[config.mk]
export PLATFORM = sky130hd
export DESIGN_NAME = fpu_mc_sequencer_flat
export DESIGN_NICKNAME = d
export VERILOG_FILES = /design/src/rtl/fpu_mc_sequencer_pkg.sv /design/src/rtl/fpu_mc_sequencer_if.sv /design/src/rtl/fpu_mc_timer.sv /design/src/rtl/fpu_mc_sequencer.sv /design/src/flat_wrapper.sv
export SDC_FILE = /design/constraint.sdc
export NUM_CORES = 1
export LEC_CHECK = 0
export BUFFER_PORTS_ARGS = -buffer_cell sky130_fd_sc_hd__buf_2
export CAP_MARGIN = 20
export CELL_PAD_IN_SITES_DETAIL_PLACEMENT = 1
export CELL_PAD_IN_SITES_GLOBAL_PLACEMENT = 2
export CORE_ASPECT_RATIO = 0.8
export CORE_MARGIN = 2
export CORE_UTILIZATION = 31
export CTS_BUF_LIST = sky130_fd_sc_hd__clkbuf_8
export DETAILED_ROUTE_END_ITERATION = 8
export PLACE_DENSITY = 0.95
export SKIP_LAST_GASP = 1
export SYNTH_ARGS = -nofsm -noshare
export SYNTH_HDL_FRONTEND = slang
export SYNTH_HIERARCHICAL = 1
export SYNTH_SLANG_ARGS = --single-unit
export TNS_END_PERCENT = 10
[constraint.sdc]
create_clock -name clk_i -period 8.4 [get_ports clk_i]
set_input_delay 1.26 -clock clk_i [delete_from_list [all_inputs] [get_ports clk_i]]
set_output_delay 1.26 -clock clk_i [all_outputs]
set_load 0.03 [all_outputs]
[src/rtl/fpu_mc_sequencer_pkg.sv]
// Shared definitions for the multi-cycle FPU sequencer: op encodings,
// canonical quiet-NaN patterns and the sequencer state type.
package fpu_mc_sequencer_pkg;

    localparam logic OP_DIV  = 1'b0;
    localparam logic OP_SQRT = 1'b1;

    localparam logic [31:0] QNAN32 = 32'h7FC0_0000;
    localparam logic [63:0] QNAN64 = 64'h7FF8_0000_0000_0000;

    typedef enum logic [1:0] {
        IDLE = 2'd0,
        RUN  = 2'd1,
        HOLD = 2'd2,
        GAP  = 2'd3
    } state_t;

    function automatic logic [63:0] canonical_nan(input int unsigned flen);
        if (flen == 64) begin
            canonical_nan = QNAN64;
        end else begin
            canonical_nan = {32'h0000_0000, QNAN32};
        end
    endfunction

endpackage

[src/rtl/fpu_mc_sequencer_if.sv]
// Issue, execution-unit and writeback signals of the sequencer, grouped
// so the core side and the sequencer side share one bundle.
interface fpu_mc_sequencer_if #(
    parameter int FLEN = 32
);
    logic            issueValid_i;
    logic            issueReady_o;
    logic            issueOp_i;
    logic [2:0]      rm_i;
    logic [4:0]      rd_i;
    logic [FLEN-1:0] rs1_i;
    logic [FLEN-1:0] rs2_i;
    logic            divEnable_o;
    logic            divReady_i;
    logic [FLEN-1:0] divResult_i;
    logic            sqrtEnable_o;
    logic            sqrtReady_i;
    logic [FLEN-1:0] sqrtResult_i;
    logic [FLEN-1:0] opRs1_o;
    logic [FLEN-1:0] opRs2_o;
    logic [2:0]      opRm_o;
    logic            flush_i;
    logic            wbValid_o;
    logic            wbReady_i;
    logic [FLEN-1:0] wbData_o;
    logic [4:0]      wbRd_o;
    logic            busy_o;
    logic            timeout_o;

    modport slave (
        input  issueValid_i, issueOp_i, rm_i, rd_i, rs1_i, rs2_i,
        input  divReady_i, divResult_i, sqrtReady_i, sqrtResult_i,
        input  flush_i, wbReady_i,
        output issueReady_o, divEnable_o, sqrtEnable_o,
        output opRs1_o, opRs2_o, opRm_o,
        output wbValid_o, wbData_o, wbRd_o, busy_o, timeout_o
    );

    modport master (
        output issueValid_i, issueOp_i, rm_i, rd_i, rs1_i, rs2_i,
        output divReady_i, divResult_i, sqrtReady_i, sqrtResult_i,
        output flush_i, wbReady_i,
        input  issueReady_o, divEnable_o, sqrtEnable_o,
        input  opRs1_o, opRs2_o, opRm_o,
        input  wbValid_o, wbData_o, wbRd_o, busy_o, timeout_o
    );
endinterface

[src/rtl/fpu_mc_timer.sv]
// RUN-phase cycle counter; terminal fires in the cycle whose increment
// brings the count up to TIMEOUT.
module fpu_mc_timer
    import fpu_mc_sequencer_pkg::*;
#(
    parameter int TIMEOUT = 63
) (
    input  logic clk,
    input  logic rst,
    input  logic clear,
    input  logic enable,
    output logic terminal
);
    localparam int CW = (TIMEOUT < 2) ? 1 : $clog2(TIMEOUT + 1);

    logic [CW-1:0] count_r;

    // Cycle counter: cleared on issue, advances only while enabled.
    always_ff @(posedge clk or posedge rst) begin
        if (rst) begin
            count_r <= '0;
        end else if (clear) begin
            count_r <= '0;
        end else if (enable) begin
            count_r <= count_r + CW'(1);
        end else begin
            count_r <= count_r;
        end
    end

    assign terminal = enable && (count_r == CW'(TIMEOUT - 1));

endmodule

[src/rtl/fpu_mc_sequencer.sv]
// Sequences one divide or square-root op through its multi-cycle unit and
// returns the result over a valid/ready writeback port.
module fpu_mc_sequencer
    import fpu_mc_sequencer_pkg::*;
#(
    parameter int FLEN    = 32,
    parameter int TIMEOUT = 63
) (
    input  logic               clk_i,
    input  logic               reset_i,
    fpu_mc_sequencer_if.slave  bus
);
    localparam logic [FLEN-1:0] QNAN_C = FLEN'(canonical_nan(FLEN));

    state_t          state_r, state_nx_s;
    logic            op_r, op_nx_s;
    logic [FLEN-1:0] rs1_r, rs2_r, wb_data_r;
    logic [2:0]      rm_r;
    logic [4:0]      rd_r;
    logic            div_en_r, sqrt_en_r, wb_valid_r, busy_r, issue_ready_r, timeout_r;
    logic            accept_s, capture_s, expire_s, unit_ready_s, terminal_s, run_s;

    // Only the unit that owns the latched op may complete it.
    assign unit_ready_s = (op_r == OP_SQRT) ? bus.sqrtReady_i : bus.divReady_i;
    assign run_s        = (state_r == RUN);

    fpu_mc_timer #(.TIMEOUT(TIMEOUT)) u_timer (
        .clk      (clk_i),
        .rst      (reset_i),
        .clear    (accept_s),
        .enable   (run_s),
        .terminal (terminal_s)
    );

    // Next-state decode; flush takes priority over completion and timeout.
    always_comb begin
        state_nx_s = state_r;
        op_nx_s    = op_r;
        accept_s   = 1'b0;
        capture_s  = 1'b0;
        expire_s   = 1'b0;
        case (state_r)
            IDLE: begin
                if (bus.issueValid_i) begin
                    accept_s   = 1'b1;
                    op_nx_s    = bus.issueOp_i;
                    state_nx_s = RUN;
                end else begin
                    state_nx_s = IDLE;
                end
            end
            RUN: begin
                if (bus.flush_i) begin
                    state_nx_s = GAP;
                end else if (unit_ready_s) begin
                    capture_s  = 1'b1;
                    state_nx_s = HOLD;
                end else if (terminal_s) begin
                    expire_s   = 1'b1;
                    state_nx_s = HOLD;
                end else begin
                    state_nx_s = RUN;
                end
            end
            HOLD: begin
                if (bus.flush_i || bus.wbReady_i) begin
                    state_nx_s = GAP;
                end else begin
                    state_nx_s = HOLD;
                end
            end
            GAP:     state_nx_s = IDLE;
            default: state_nx_s = IDLE;
        endcase
    end

    // State register.
    always_ff @(posedge clk_i or posedge reset_i) begin
        if (reset_i) begin
            state_r <= IDLE;
        end else begin
            state_r <= state_nx_s;
        end
    end

    // Registered outputs derived from the upcoming state, plus operand/result latches.
    always_ff @(posedge clk_i or posedge reset_i) begin
        if (reset_i) begin
            op_r          <= OP_DIV;
            rs1_r         <= '0;
            rs2_r         <= '0;
            rm_r          <= 3'd0;
            rd_r          <= 5'd0;
            wb_data_r     <= '0;
            div_en_r      <= 1'b0;
            sqrt_en_r     <= 1'b0;
            wb_valid_r    <= 1'b0;
            busy_r        <= 1'b0;
            issue_ready_r <= 1'b1;
            timeout_r     <= 1'b0;
        end else begin
            div_en_r      <= (state_nx_s == RUN) && (op_nx_s == OP_DIV);
            sqrt_en_r     <= (state_nx_s == RUN) && (op_nx_s == OP_SQRT);
            wb_valid_r    <= (state_nx_s == HOLD);
            busy_r        <= (state_nx_s != IDLE);
            issue_ready_r <= (state_nx_s == IDLE);
            if (accept_s) begin
                op_r      <= op_nx_s;
                rs1_r     <= bus.rs1_i;
                rs2_r     <= bus.rs2_i;
                rm_r      <= bus.rm_i;
                rd_r      <= bus.rd_i;
                timeout_r <= 1'b0;
            end else if (capture_s) begin
                wb_data_r <= (op_r == OP_SQRT) ? bus.sqrtResult_i : bus.divResult_i;
            end else if (expire_s) begin
                wb_data_r <= QNAN_C;
                timeout_r <= 1'b1;
            end else begin
                wb_data_r <= wb_data_r;
            end
        end
    end

    assign bus.issueReady_o = issue_ready_r;
    assign bus.divEnable_o  = div_en_r;
    assign bus.sqrtEnable_o = sqrt_en_r;
    assign bus.opRs1_o      = rs1_r;
    assign bus.opRs2_o      = rs2_r;
    assign bus.opRm_o       = rm_r;
    assign bus.wbValid_o    = wb_valid_r;
    assign bus.wbData_o     = wb_data_r;
    assign bus.wbRd_o       = rd_r;
    assign bus.busy_o       = busy_r;
    assign bus.timeout_o    = timeout_r;

endmodule

[src/flat_wrapper.sv]
// flat-port wrapper written by rule: the top's interface ports become plain ports
module fpu_mc_sequencer_flat import fpu_mc_sequencer_pkg::*;
#(
    parameter int FLEN    = 32,
    parameter int TIMEOUT = 63
)
  (clk_i, reset_i, bus_issueValid_i, bus_issueOp_i, bus_rm_i, bus_rd_i, bus_rs1_i, bus_rs2_i, bus_divReady_i, bus_divResult_i, bus_sqrtReady_i, bus_sqrtResult_i, bus_flush_i, bus_wbReady_i, bus_issueReady_o, bus_divEnable_o, bus_sqrtEnable_o, bus_opRs1_o, bus_opRs2_o, bus_opRm_o, bus_wbValid_o, bus_wbData_o, bus_wbRd_o, bus_busy_o, bus_timeout_o);
  fpu_mc_sequencer_if #(.FLEN(FLEN)) bus_i ();
  input  logic clk_i;
  input  logic reset_i;
  input wire logic [$bits(bus_i.issueValid_i)-1:0] bus_issueValid_i;
  input wire logic [$bits(bus_i.issueOp_i)-1:0] bus_issueOp_i;
  input wire logic [$bits(bus_i.rm_i)-1:0] bus_rm_i;
  input wire logic [$bits(bus_i.rd_i)-1:0] bus_rd_i;
  input wire logic [$bits(bus_i.rs1_i)-1:0] bus_rs1_i;
  input wire logic [$bits(bus_i.rs2_i)-1:0] bus_rs2_i;
  input wire logic [$bits(bus_i.divReady_i)-1:0] bus_divReady_i;
  input wire logic [$bits(bus_i.divResult_i)-1:0] bus_divResult_i;
  input wire logic [$bits(bus_i.sqrtReady_i)-1:0] bus_sqrtReady_i;
  input wire logic [$bits(bus_i.sqrtResult_i)-1:0] bus_sqrtResult_i;
  input wire logic [$bits(bus_i.flush_i)-1:0] bus_flush_i;
  input wire logic [$bits(bus_i.wbReady_i)-1:0] bus_wbReady_i;
  output wire logic [$bits(bus_i.issueReady_o)-1:0] bus_issueReady_o;
  output wire logic [$bits(bus_i.divEnable_o)-1:0] bus_divEnable_o;
  output wire logic [$bits(bus_i.sqrtEnable_o)-1:0] bus_sqrtEnable_o;
  output wire logic [$bits(bus_i.opRs1_o)-1:0] bus_opRs1_o;
  output wire logic [$bits(bus_i.opRs2_o)-1:0] bus_opRs2_o;
  output wire logic [$bits(bus_i.opRm_o)-1:0] bus_opRm_o;
  output wire logic [$bits(bus_i.wbValid_o)-1:0] bus_wbValid_o;
  output wire logic [$bits(bus_i.wbData_o)-1:0] bus_wbData_o;
  output wire logic [$bits(bus_i.wbRd_o)-1:0] bus_wbRd_o;
  output wire logic [$bits(bus_i.busy_o)-1:0] bus_busy_o;
  output wire logic [$bits(bus_i.timeout_o)-1:0] bus_timeout_o;
  assign bus_i.issueValid_i = bus_issueValid_i;
  assign bus_i.issueOp_i = bus_issueOp_i;
  assign bus_i.rm_i = bus_rm_i;
  assign bus_i.rd_i = bus_rd_i;
  assign bus_i.rs1_i = bus_rs1_i;
  assign bus_i.rs2_i = bus_rs2_i;
  assign bus_i.divReady_i = bus_divReady_i;
  assign bus_i.divResult_i = bus_divResult_i;
  assign bus_i.sqrtReady_i = bus_sqrtReady_i;
  assign bus_i.sqrtResult_i = bus_sqrtResult_i;
  assign bus_i.flush_i = bus_flush_i;
  assign bus_i.wbReady_i = bus_wbReady_i;
  assign bus_issueReady_o = bus_i.issueReady_o;
  assign bus_divEnable_o = bus_i.divEnable_o;
  assign bus_sqrtEnable_o = bus_i.sqrtEnable_o;
  assign bus_opRs1_o = bus_i.opRs1_o;
  assign bus_opRs2_o = bus_i.opRs2_o;
  assign bus_opRm_o = bus_i.opRm_o;
  assign bus_wbValid_o = bus_i.wbValid_o;
  assign bus_wbData_o = bus_i.wbData_o;
  assign bus_wbRd_o = bus_i.wbRd_o;
  assign bus_busy_o = bus_i.busy_o;
  assign bus_timeout_o = bus_i.timeout_o;
  fpu_mc_sequencer #(.FLEN(FLEN), .TIMEOUT(TIMEOUT)) u_core (.clk_i(clk_i), .reset_i(reset_i), .bus(bus_i));
endmodule
==> metrics.cfg <==
[layout]
diodes=0
finalNetCount=764
stdcell_count=846
final_layout_size_suffix_gt1_frac=0.536
synthToLayoutAreaGrowth_pct=36.2
utilization=0.433

[floorplan]
initial_core_util=0.318
row_count=41
pin_count=254
dieArea_mm2=0.0173
coreArea_mm2=0.0159
die_x_um=147
chipHeight_um=118

[grt]
grt-ovfl-total=0
grt_usage=0.163
first_global_vias=4296
grt_first_pass_wirelength_mm=22.1
antenna_found_initial=0
grt_max_degree=68

[sta]
worst_pin_slew_ns=1.10
timing.final.crit_share=0.344
fmax_mhz=346
hold_violations=0
setup-tns-final_ns=0
slew_headroom=0.268
rsz0062_at_grt=no
drv_slew=0
skew_ns=0.00921
setup_viol=0
fin_crit_ns=2.89

[setup_path]
cp-start-kind=primary input
critPathKind=in -> reg
critPathMaxFanout=67
cp_data_arrival_time_ns=3.19
required_ns=8.71
cp-end-kind=flip-flop

[cts]
cts_sinks=119
clock_latency_ns=0.43
holdBufCountCts=0
cts-root-buf=clkbuf_8
h-tree-depth=4
post-cts-setup-buffers=0
clockBufferDepth=2
cts_tree=yes
numCtsBuffers=17
clk_pin_slew_worst_paths_ns=0.08
cts_resized=0

[routing]
wl_per_cell_um=16.3
via_per_inst=4.50
num_vias=3810
drc=0
drt_iter0_markers=100
dr.pass1.iters=4
wirelength_mm=13.8
drtAntennaViolNets=0

[logic_synthesis]
syn-cell-area_mm2=0.00504
yosysWarnings=6
synth_seq_area_share=0.591
synth_top_area_share=0.585
synth_area_leader_cell=dfrtp_1
yosysUniqueCellTypes=32
postSynthCellCount=363
synth-main-ff-cell=dfrtp_1
synth-edff-count=0
ys_ff_latch=119
synth.area.top_cells=dfrtp_1, mux2i_1, mux2_2
async_reset_ff_frac=1.00
syn_avg_cell_area_um2=13.9
synth.net_count=509

[pwr]
p_leak_nw=3.61
p_per_area_mw_per_mm2=426
total_power_mw=2.93
combPwrFrac=0.471
p_sw_mw=1.32
vdd_drop_max_mv=0.148
power.internal_mw=1.61
p_seq_frac=0.359
swShare=0.449
pwr-share-clk=0.170

[place]
hpwlAfterDp_mm=10.5
place_congestion=0.780
dp.cells=814
portBuffers=253

[status]
status=finished clean

[job]
max_cap_viol_count=0

[hold_path]
min_path_type=reg -> reg

-- path summary, 6_finish.rpt --
path / from / end / slack (ns) / cells past startpoint
worst max-delay path: bus_issueValid_i / u_core/bus.opRs1_o[17]$_DFFE_PP0P_ / 5.51 / 4
min in group asynchronous: reset_i / u_core/u_timer/count_r[5]$_DFFE_PP0P_ / 0.77 / 2
worst min register to register: u_core/bus.opRs1_o[4]$_DFFE_PP0P_ / u_core/bus.opRs1_o[4]$_DFFE_PP0P_ / 0.48 / 1
max in group asynchronous: reset_i / u_core/op_r$_DFFE_PP0P_ / 6.15 / 3
worst max register to register: u_core/op_r$_DFFE_PP0P_ / u_core/bus.wbData_o[2]$_DFFE_PP0P_ / 5.67 / 3
worst min-delay path: u_core/bus.opRs1_o[4]$_DFFE_PP0P_ / u_core/bus.opRs1_o[4]$_DFFE_PP0P_ / 0.48 / 1
-- cells by family after synthesis --
kind of cell    synth area share
fa+ha+maj                0.00496
buf+inv                   0.0327
simple gates              0.0585
compound gates            0.0141
mux                        0.292
flops                      0.591
xor+xnor                 0.00695
-- cell type report --
cell class              instances  area [µm²]
inverters                       6        25.0
repair buffers                257        1300
flip-flops and latches        119        2980
clock buffers                  21         289
fillers                      1756        8980
multi-input cells             217        1910
well taps                     215         269
clock inverters                11        98.8
-- state kept, by name (all words and copies together), names as in the netlist --
signal                   flops
u_core/bus.busy_o            1
u_core/bus.divEnable_o       1
u_core/bus.issueReady_o      1
u_core/bus.opRm_o            3
u_core/bus.opRs1_o          32
u_core/bus.opRs2_o          32
u_core/bus.sqrtEnable_o      1
u_core/bus.timeout_o         1
u_core/bus.wbData_o         32
u_core/bus.wbRd_o            5
u_core/bus.wbValid_o         1
u_core/op_r                  1
u_core/state_r               2
u_core/u_timer/count_r       6
-- cells in the final DEF (no fill, tap or decap), drive strengths merged --
master / count
buf: 257
o31ai: 1
a21o: 1
bufinv: 1
nor2: 16
o41ai: 1
nand4bb: 1
nor3: 3
xnor2: 1
nand2b: 3
or3: 1
clkinv: 3
ha: 2
nor4bb: 1
nand2: 27
o21ai: 5
nand4: 2
a21oi: 3
dfrtp: 118
clkinvlp: 5
dfstp: 1
mux2: 73
nand3: 4
xor2: 3
a211oi: 1
nor2b: 1
inv: 8
nor3b: 2
clkbuf: 21
mux2i: 65
-- metal layers --
layer,up-vias,wire length (µm),track usage
met2,144,6980,0.292
met1,1869,5620,0.181
met4,0,287,0.0564
li1,1778,-,-
met5,-,0,0
met3,19,885,0.0535
-- critical path, stage by stage --
cell and delay [ns]:
buf_2 0.09, nor3b_4 0.60, buf_4 0.76, mux2_2 0.42
-- power groups by stage --
stage / Sequential [mW] / Combinational (mW) / Clock, mW
after floorplan: 1.53 / 0.490 / 0
after global placement: 1.04 / 1.35 / 0
after detailed placement: 1.07 / 1.40 / 0
after CTS: 1.06 / 1.40 / 0.521
after global routing: 1.10 / 1.46 / 0.544
final: 1.05 / 1.38 / 0.498
-- cell usage after synthesis (2+ instances only) --
cell type,instances
a21oi_1,3
buf_2,12
buf_6,6
clkbuf_1,2
dfrtp_1,118
ha_1,2
inv_1,6
mux2_1,30
mux2_2,43
mux2i_1,65
nand2_1,26
nand2b_1,3
nand3_1,4
nand4_1,2
nor2_1,16
nor3_1,3
o21ai_0,5
xor2_1,3
-- through the flow --
step	setup slack (ns)	cell area, µm²	hold slack (ns)
6_report	5.51	6870	0.485
5_1_grt	5.40	6870	0.508
4_1_cts	5.53	6870	0.490
3_5_place_dp	5.04	6480	0.472
3_3_place_gp	5.15	6470	0.462
2_1_floorplan	4.15	5040	0.505
Power figures use the tool's default switching activity.
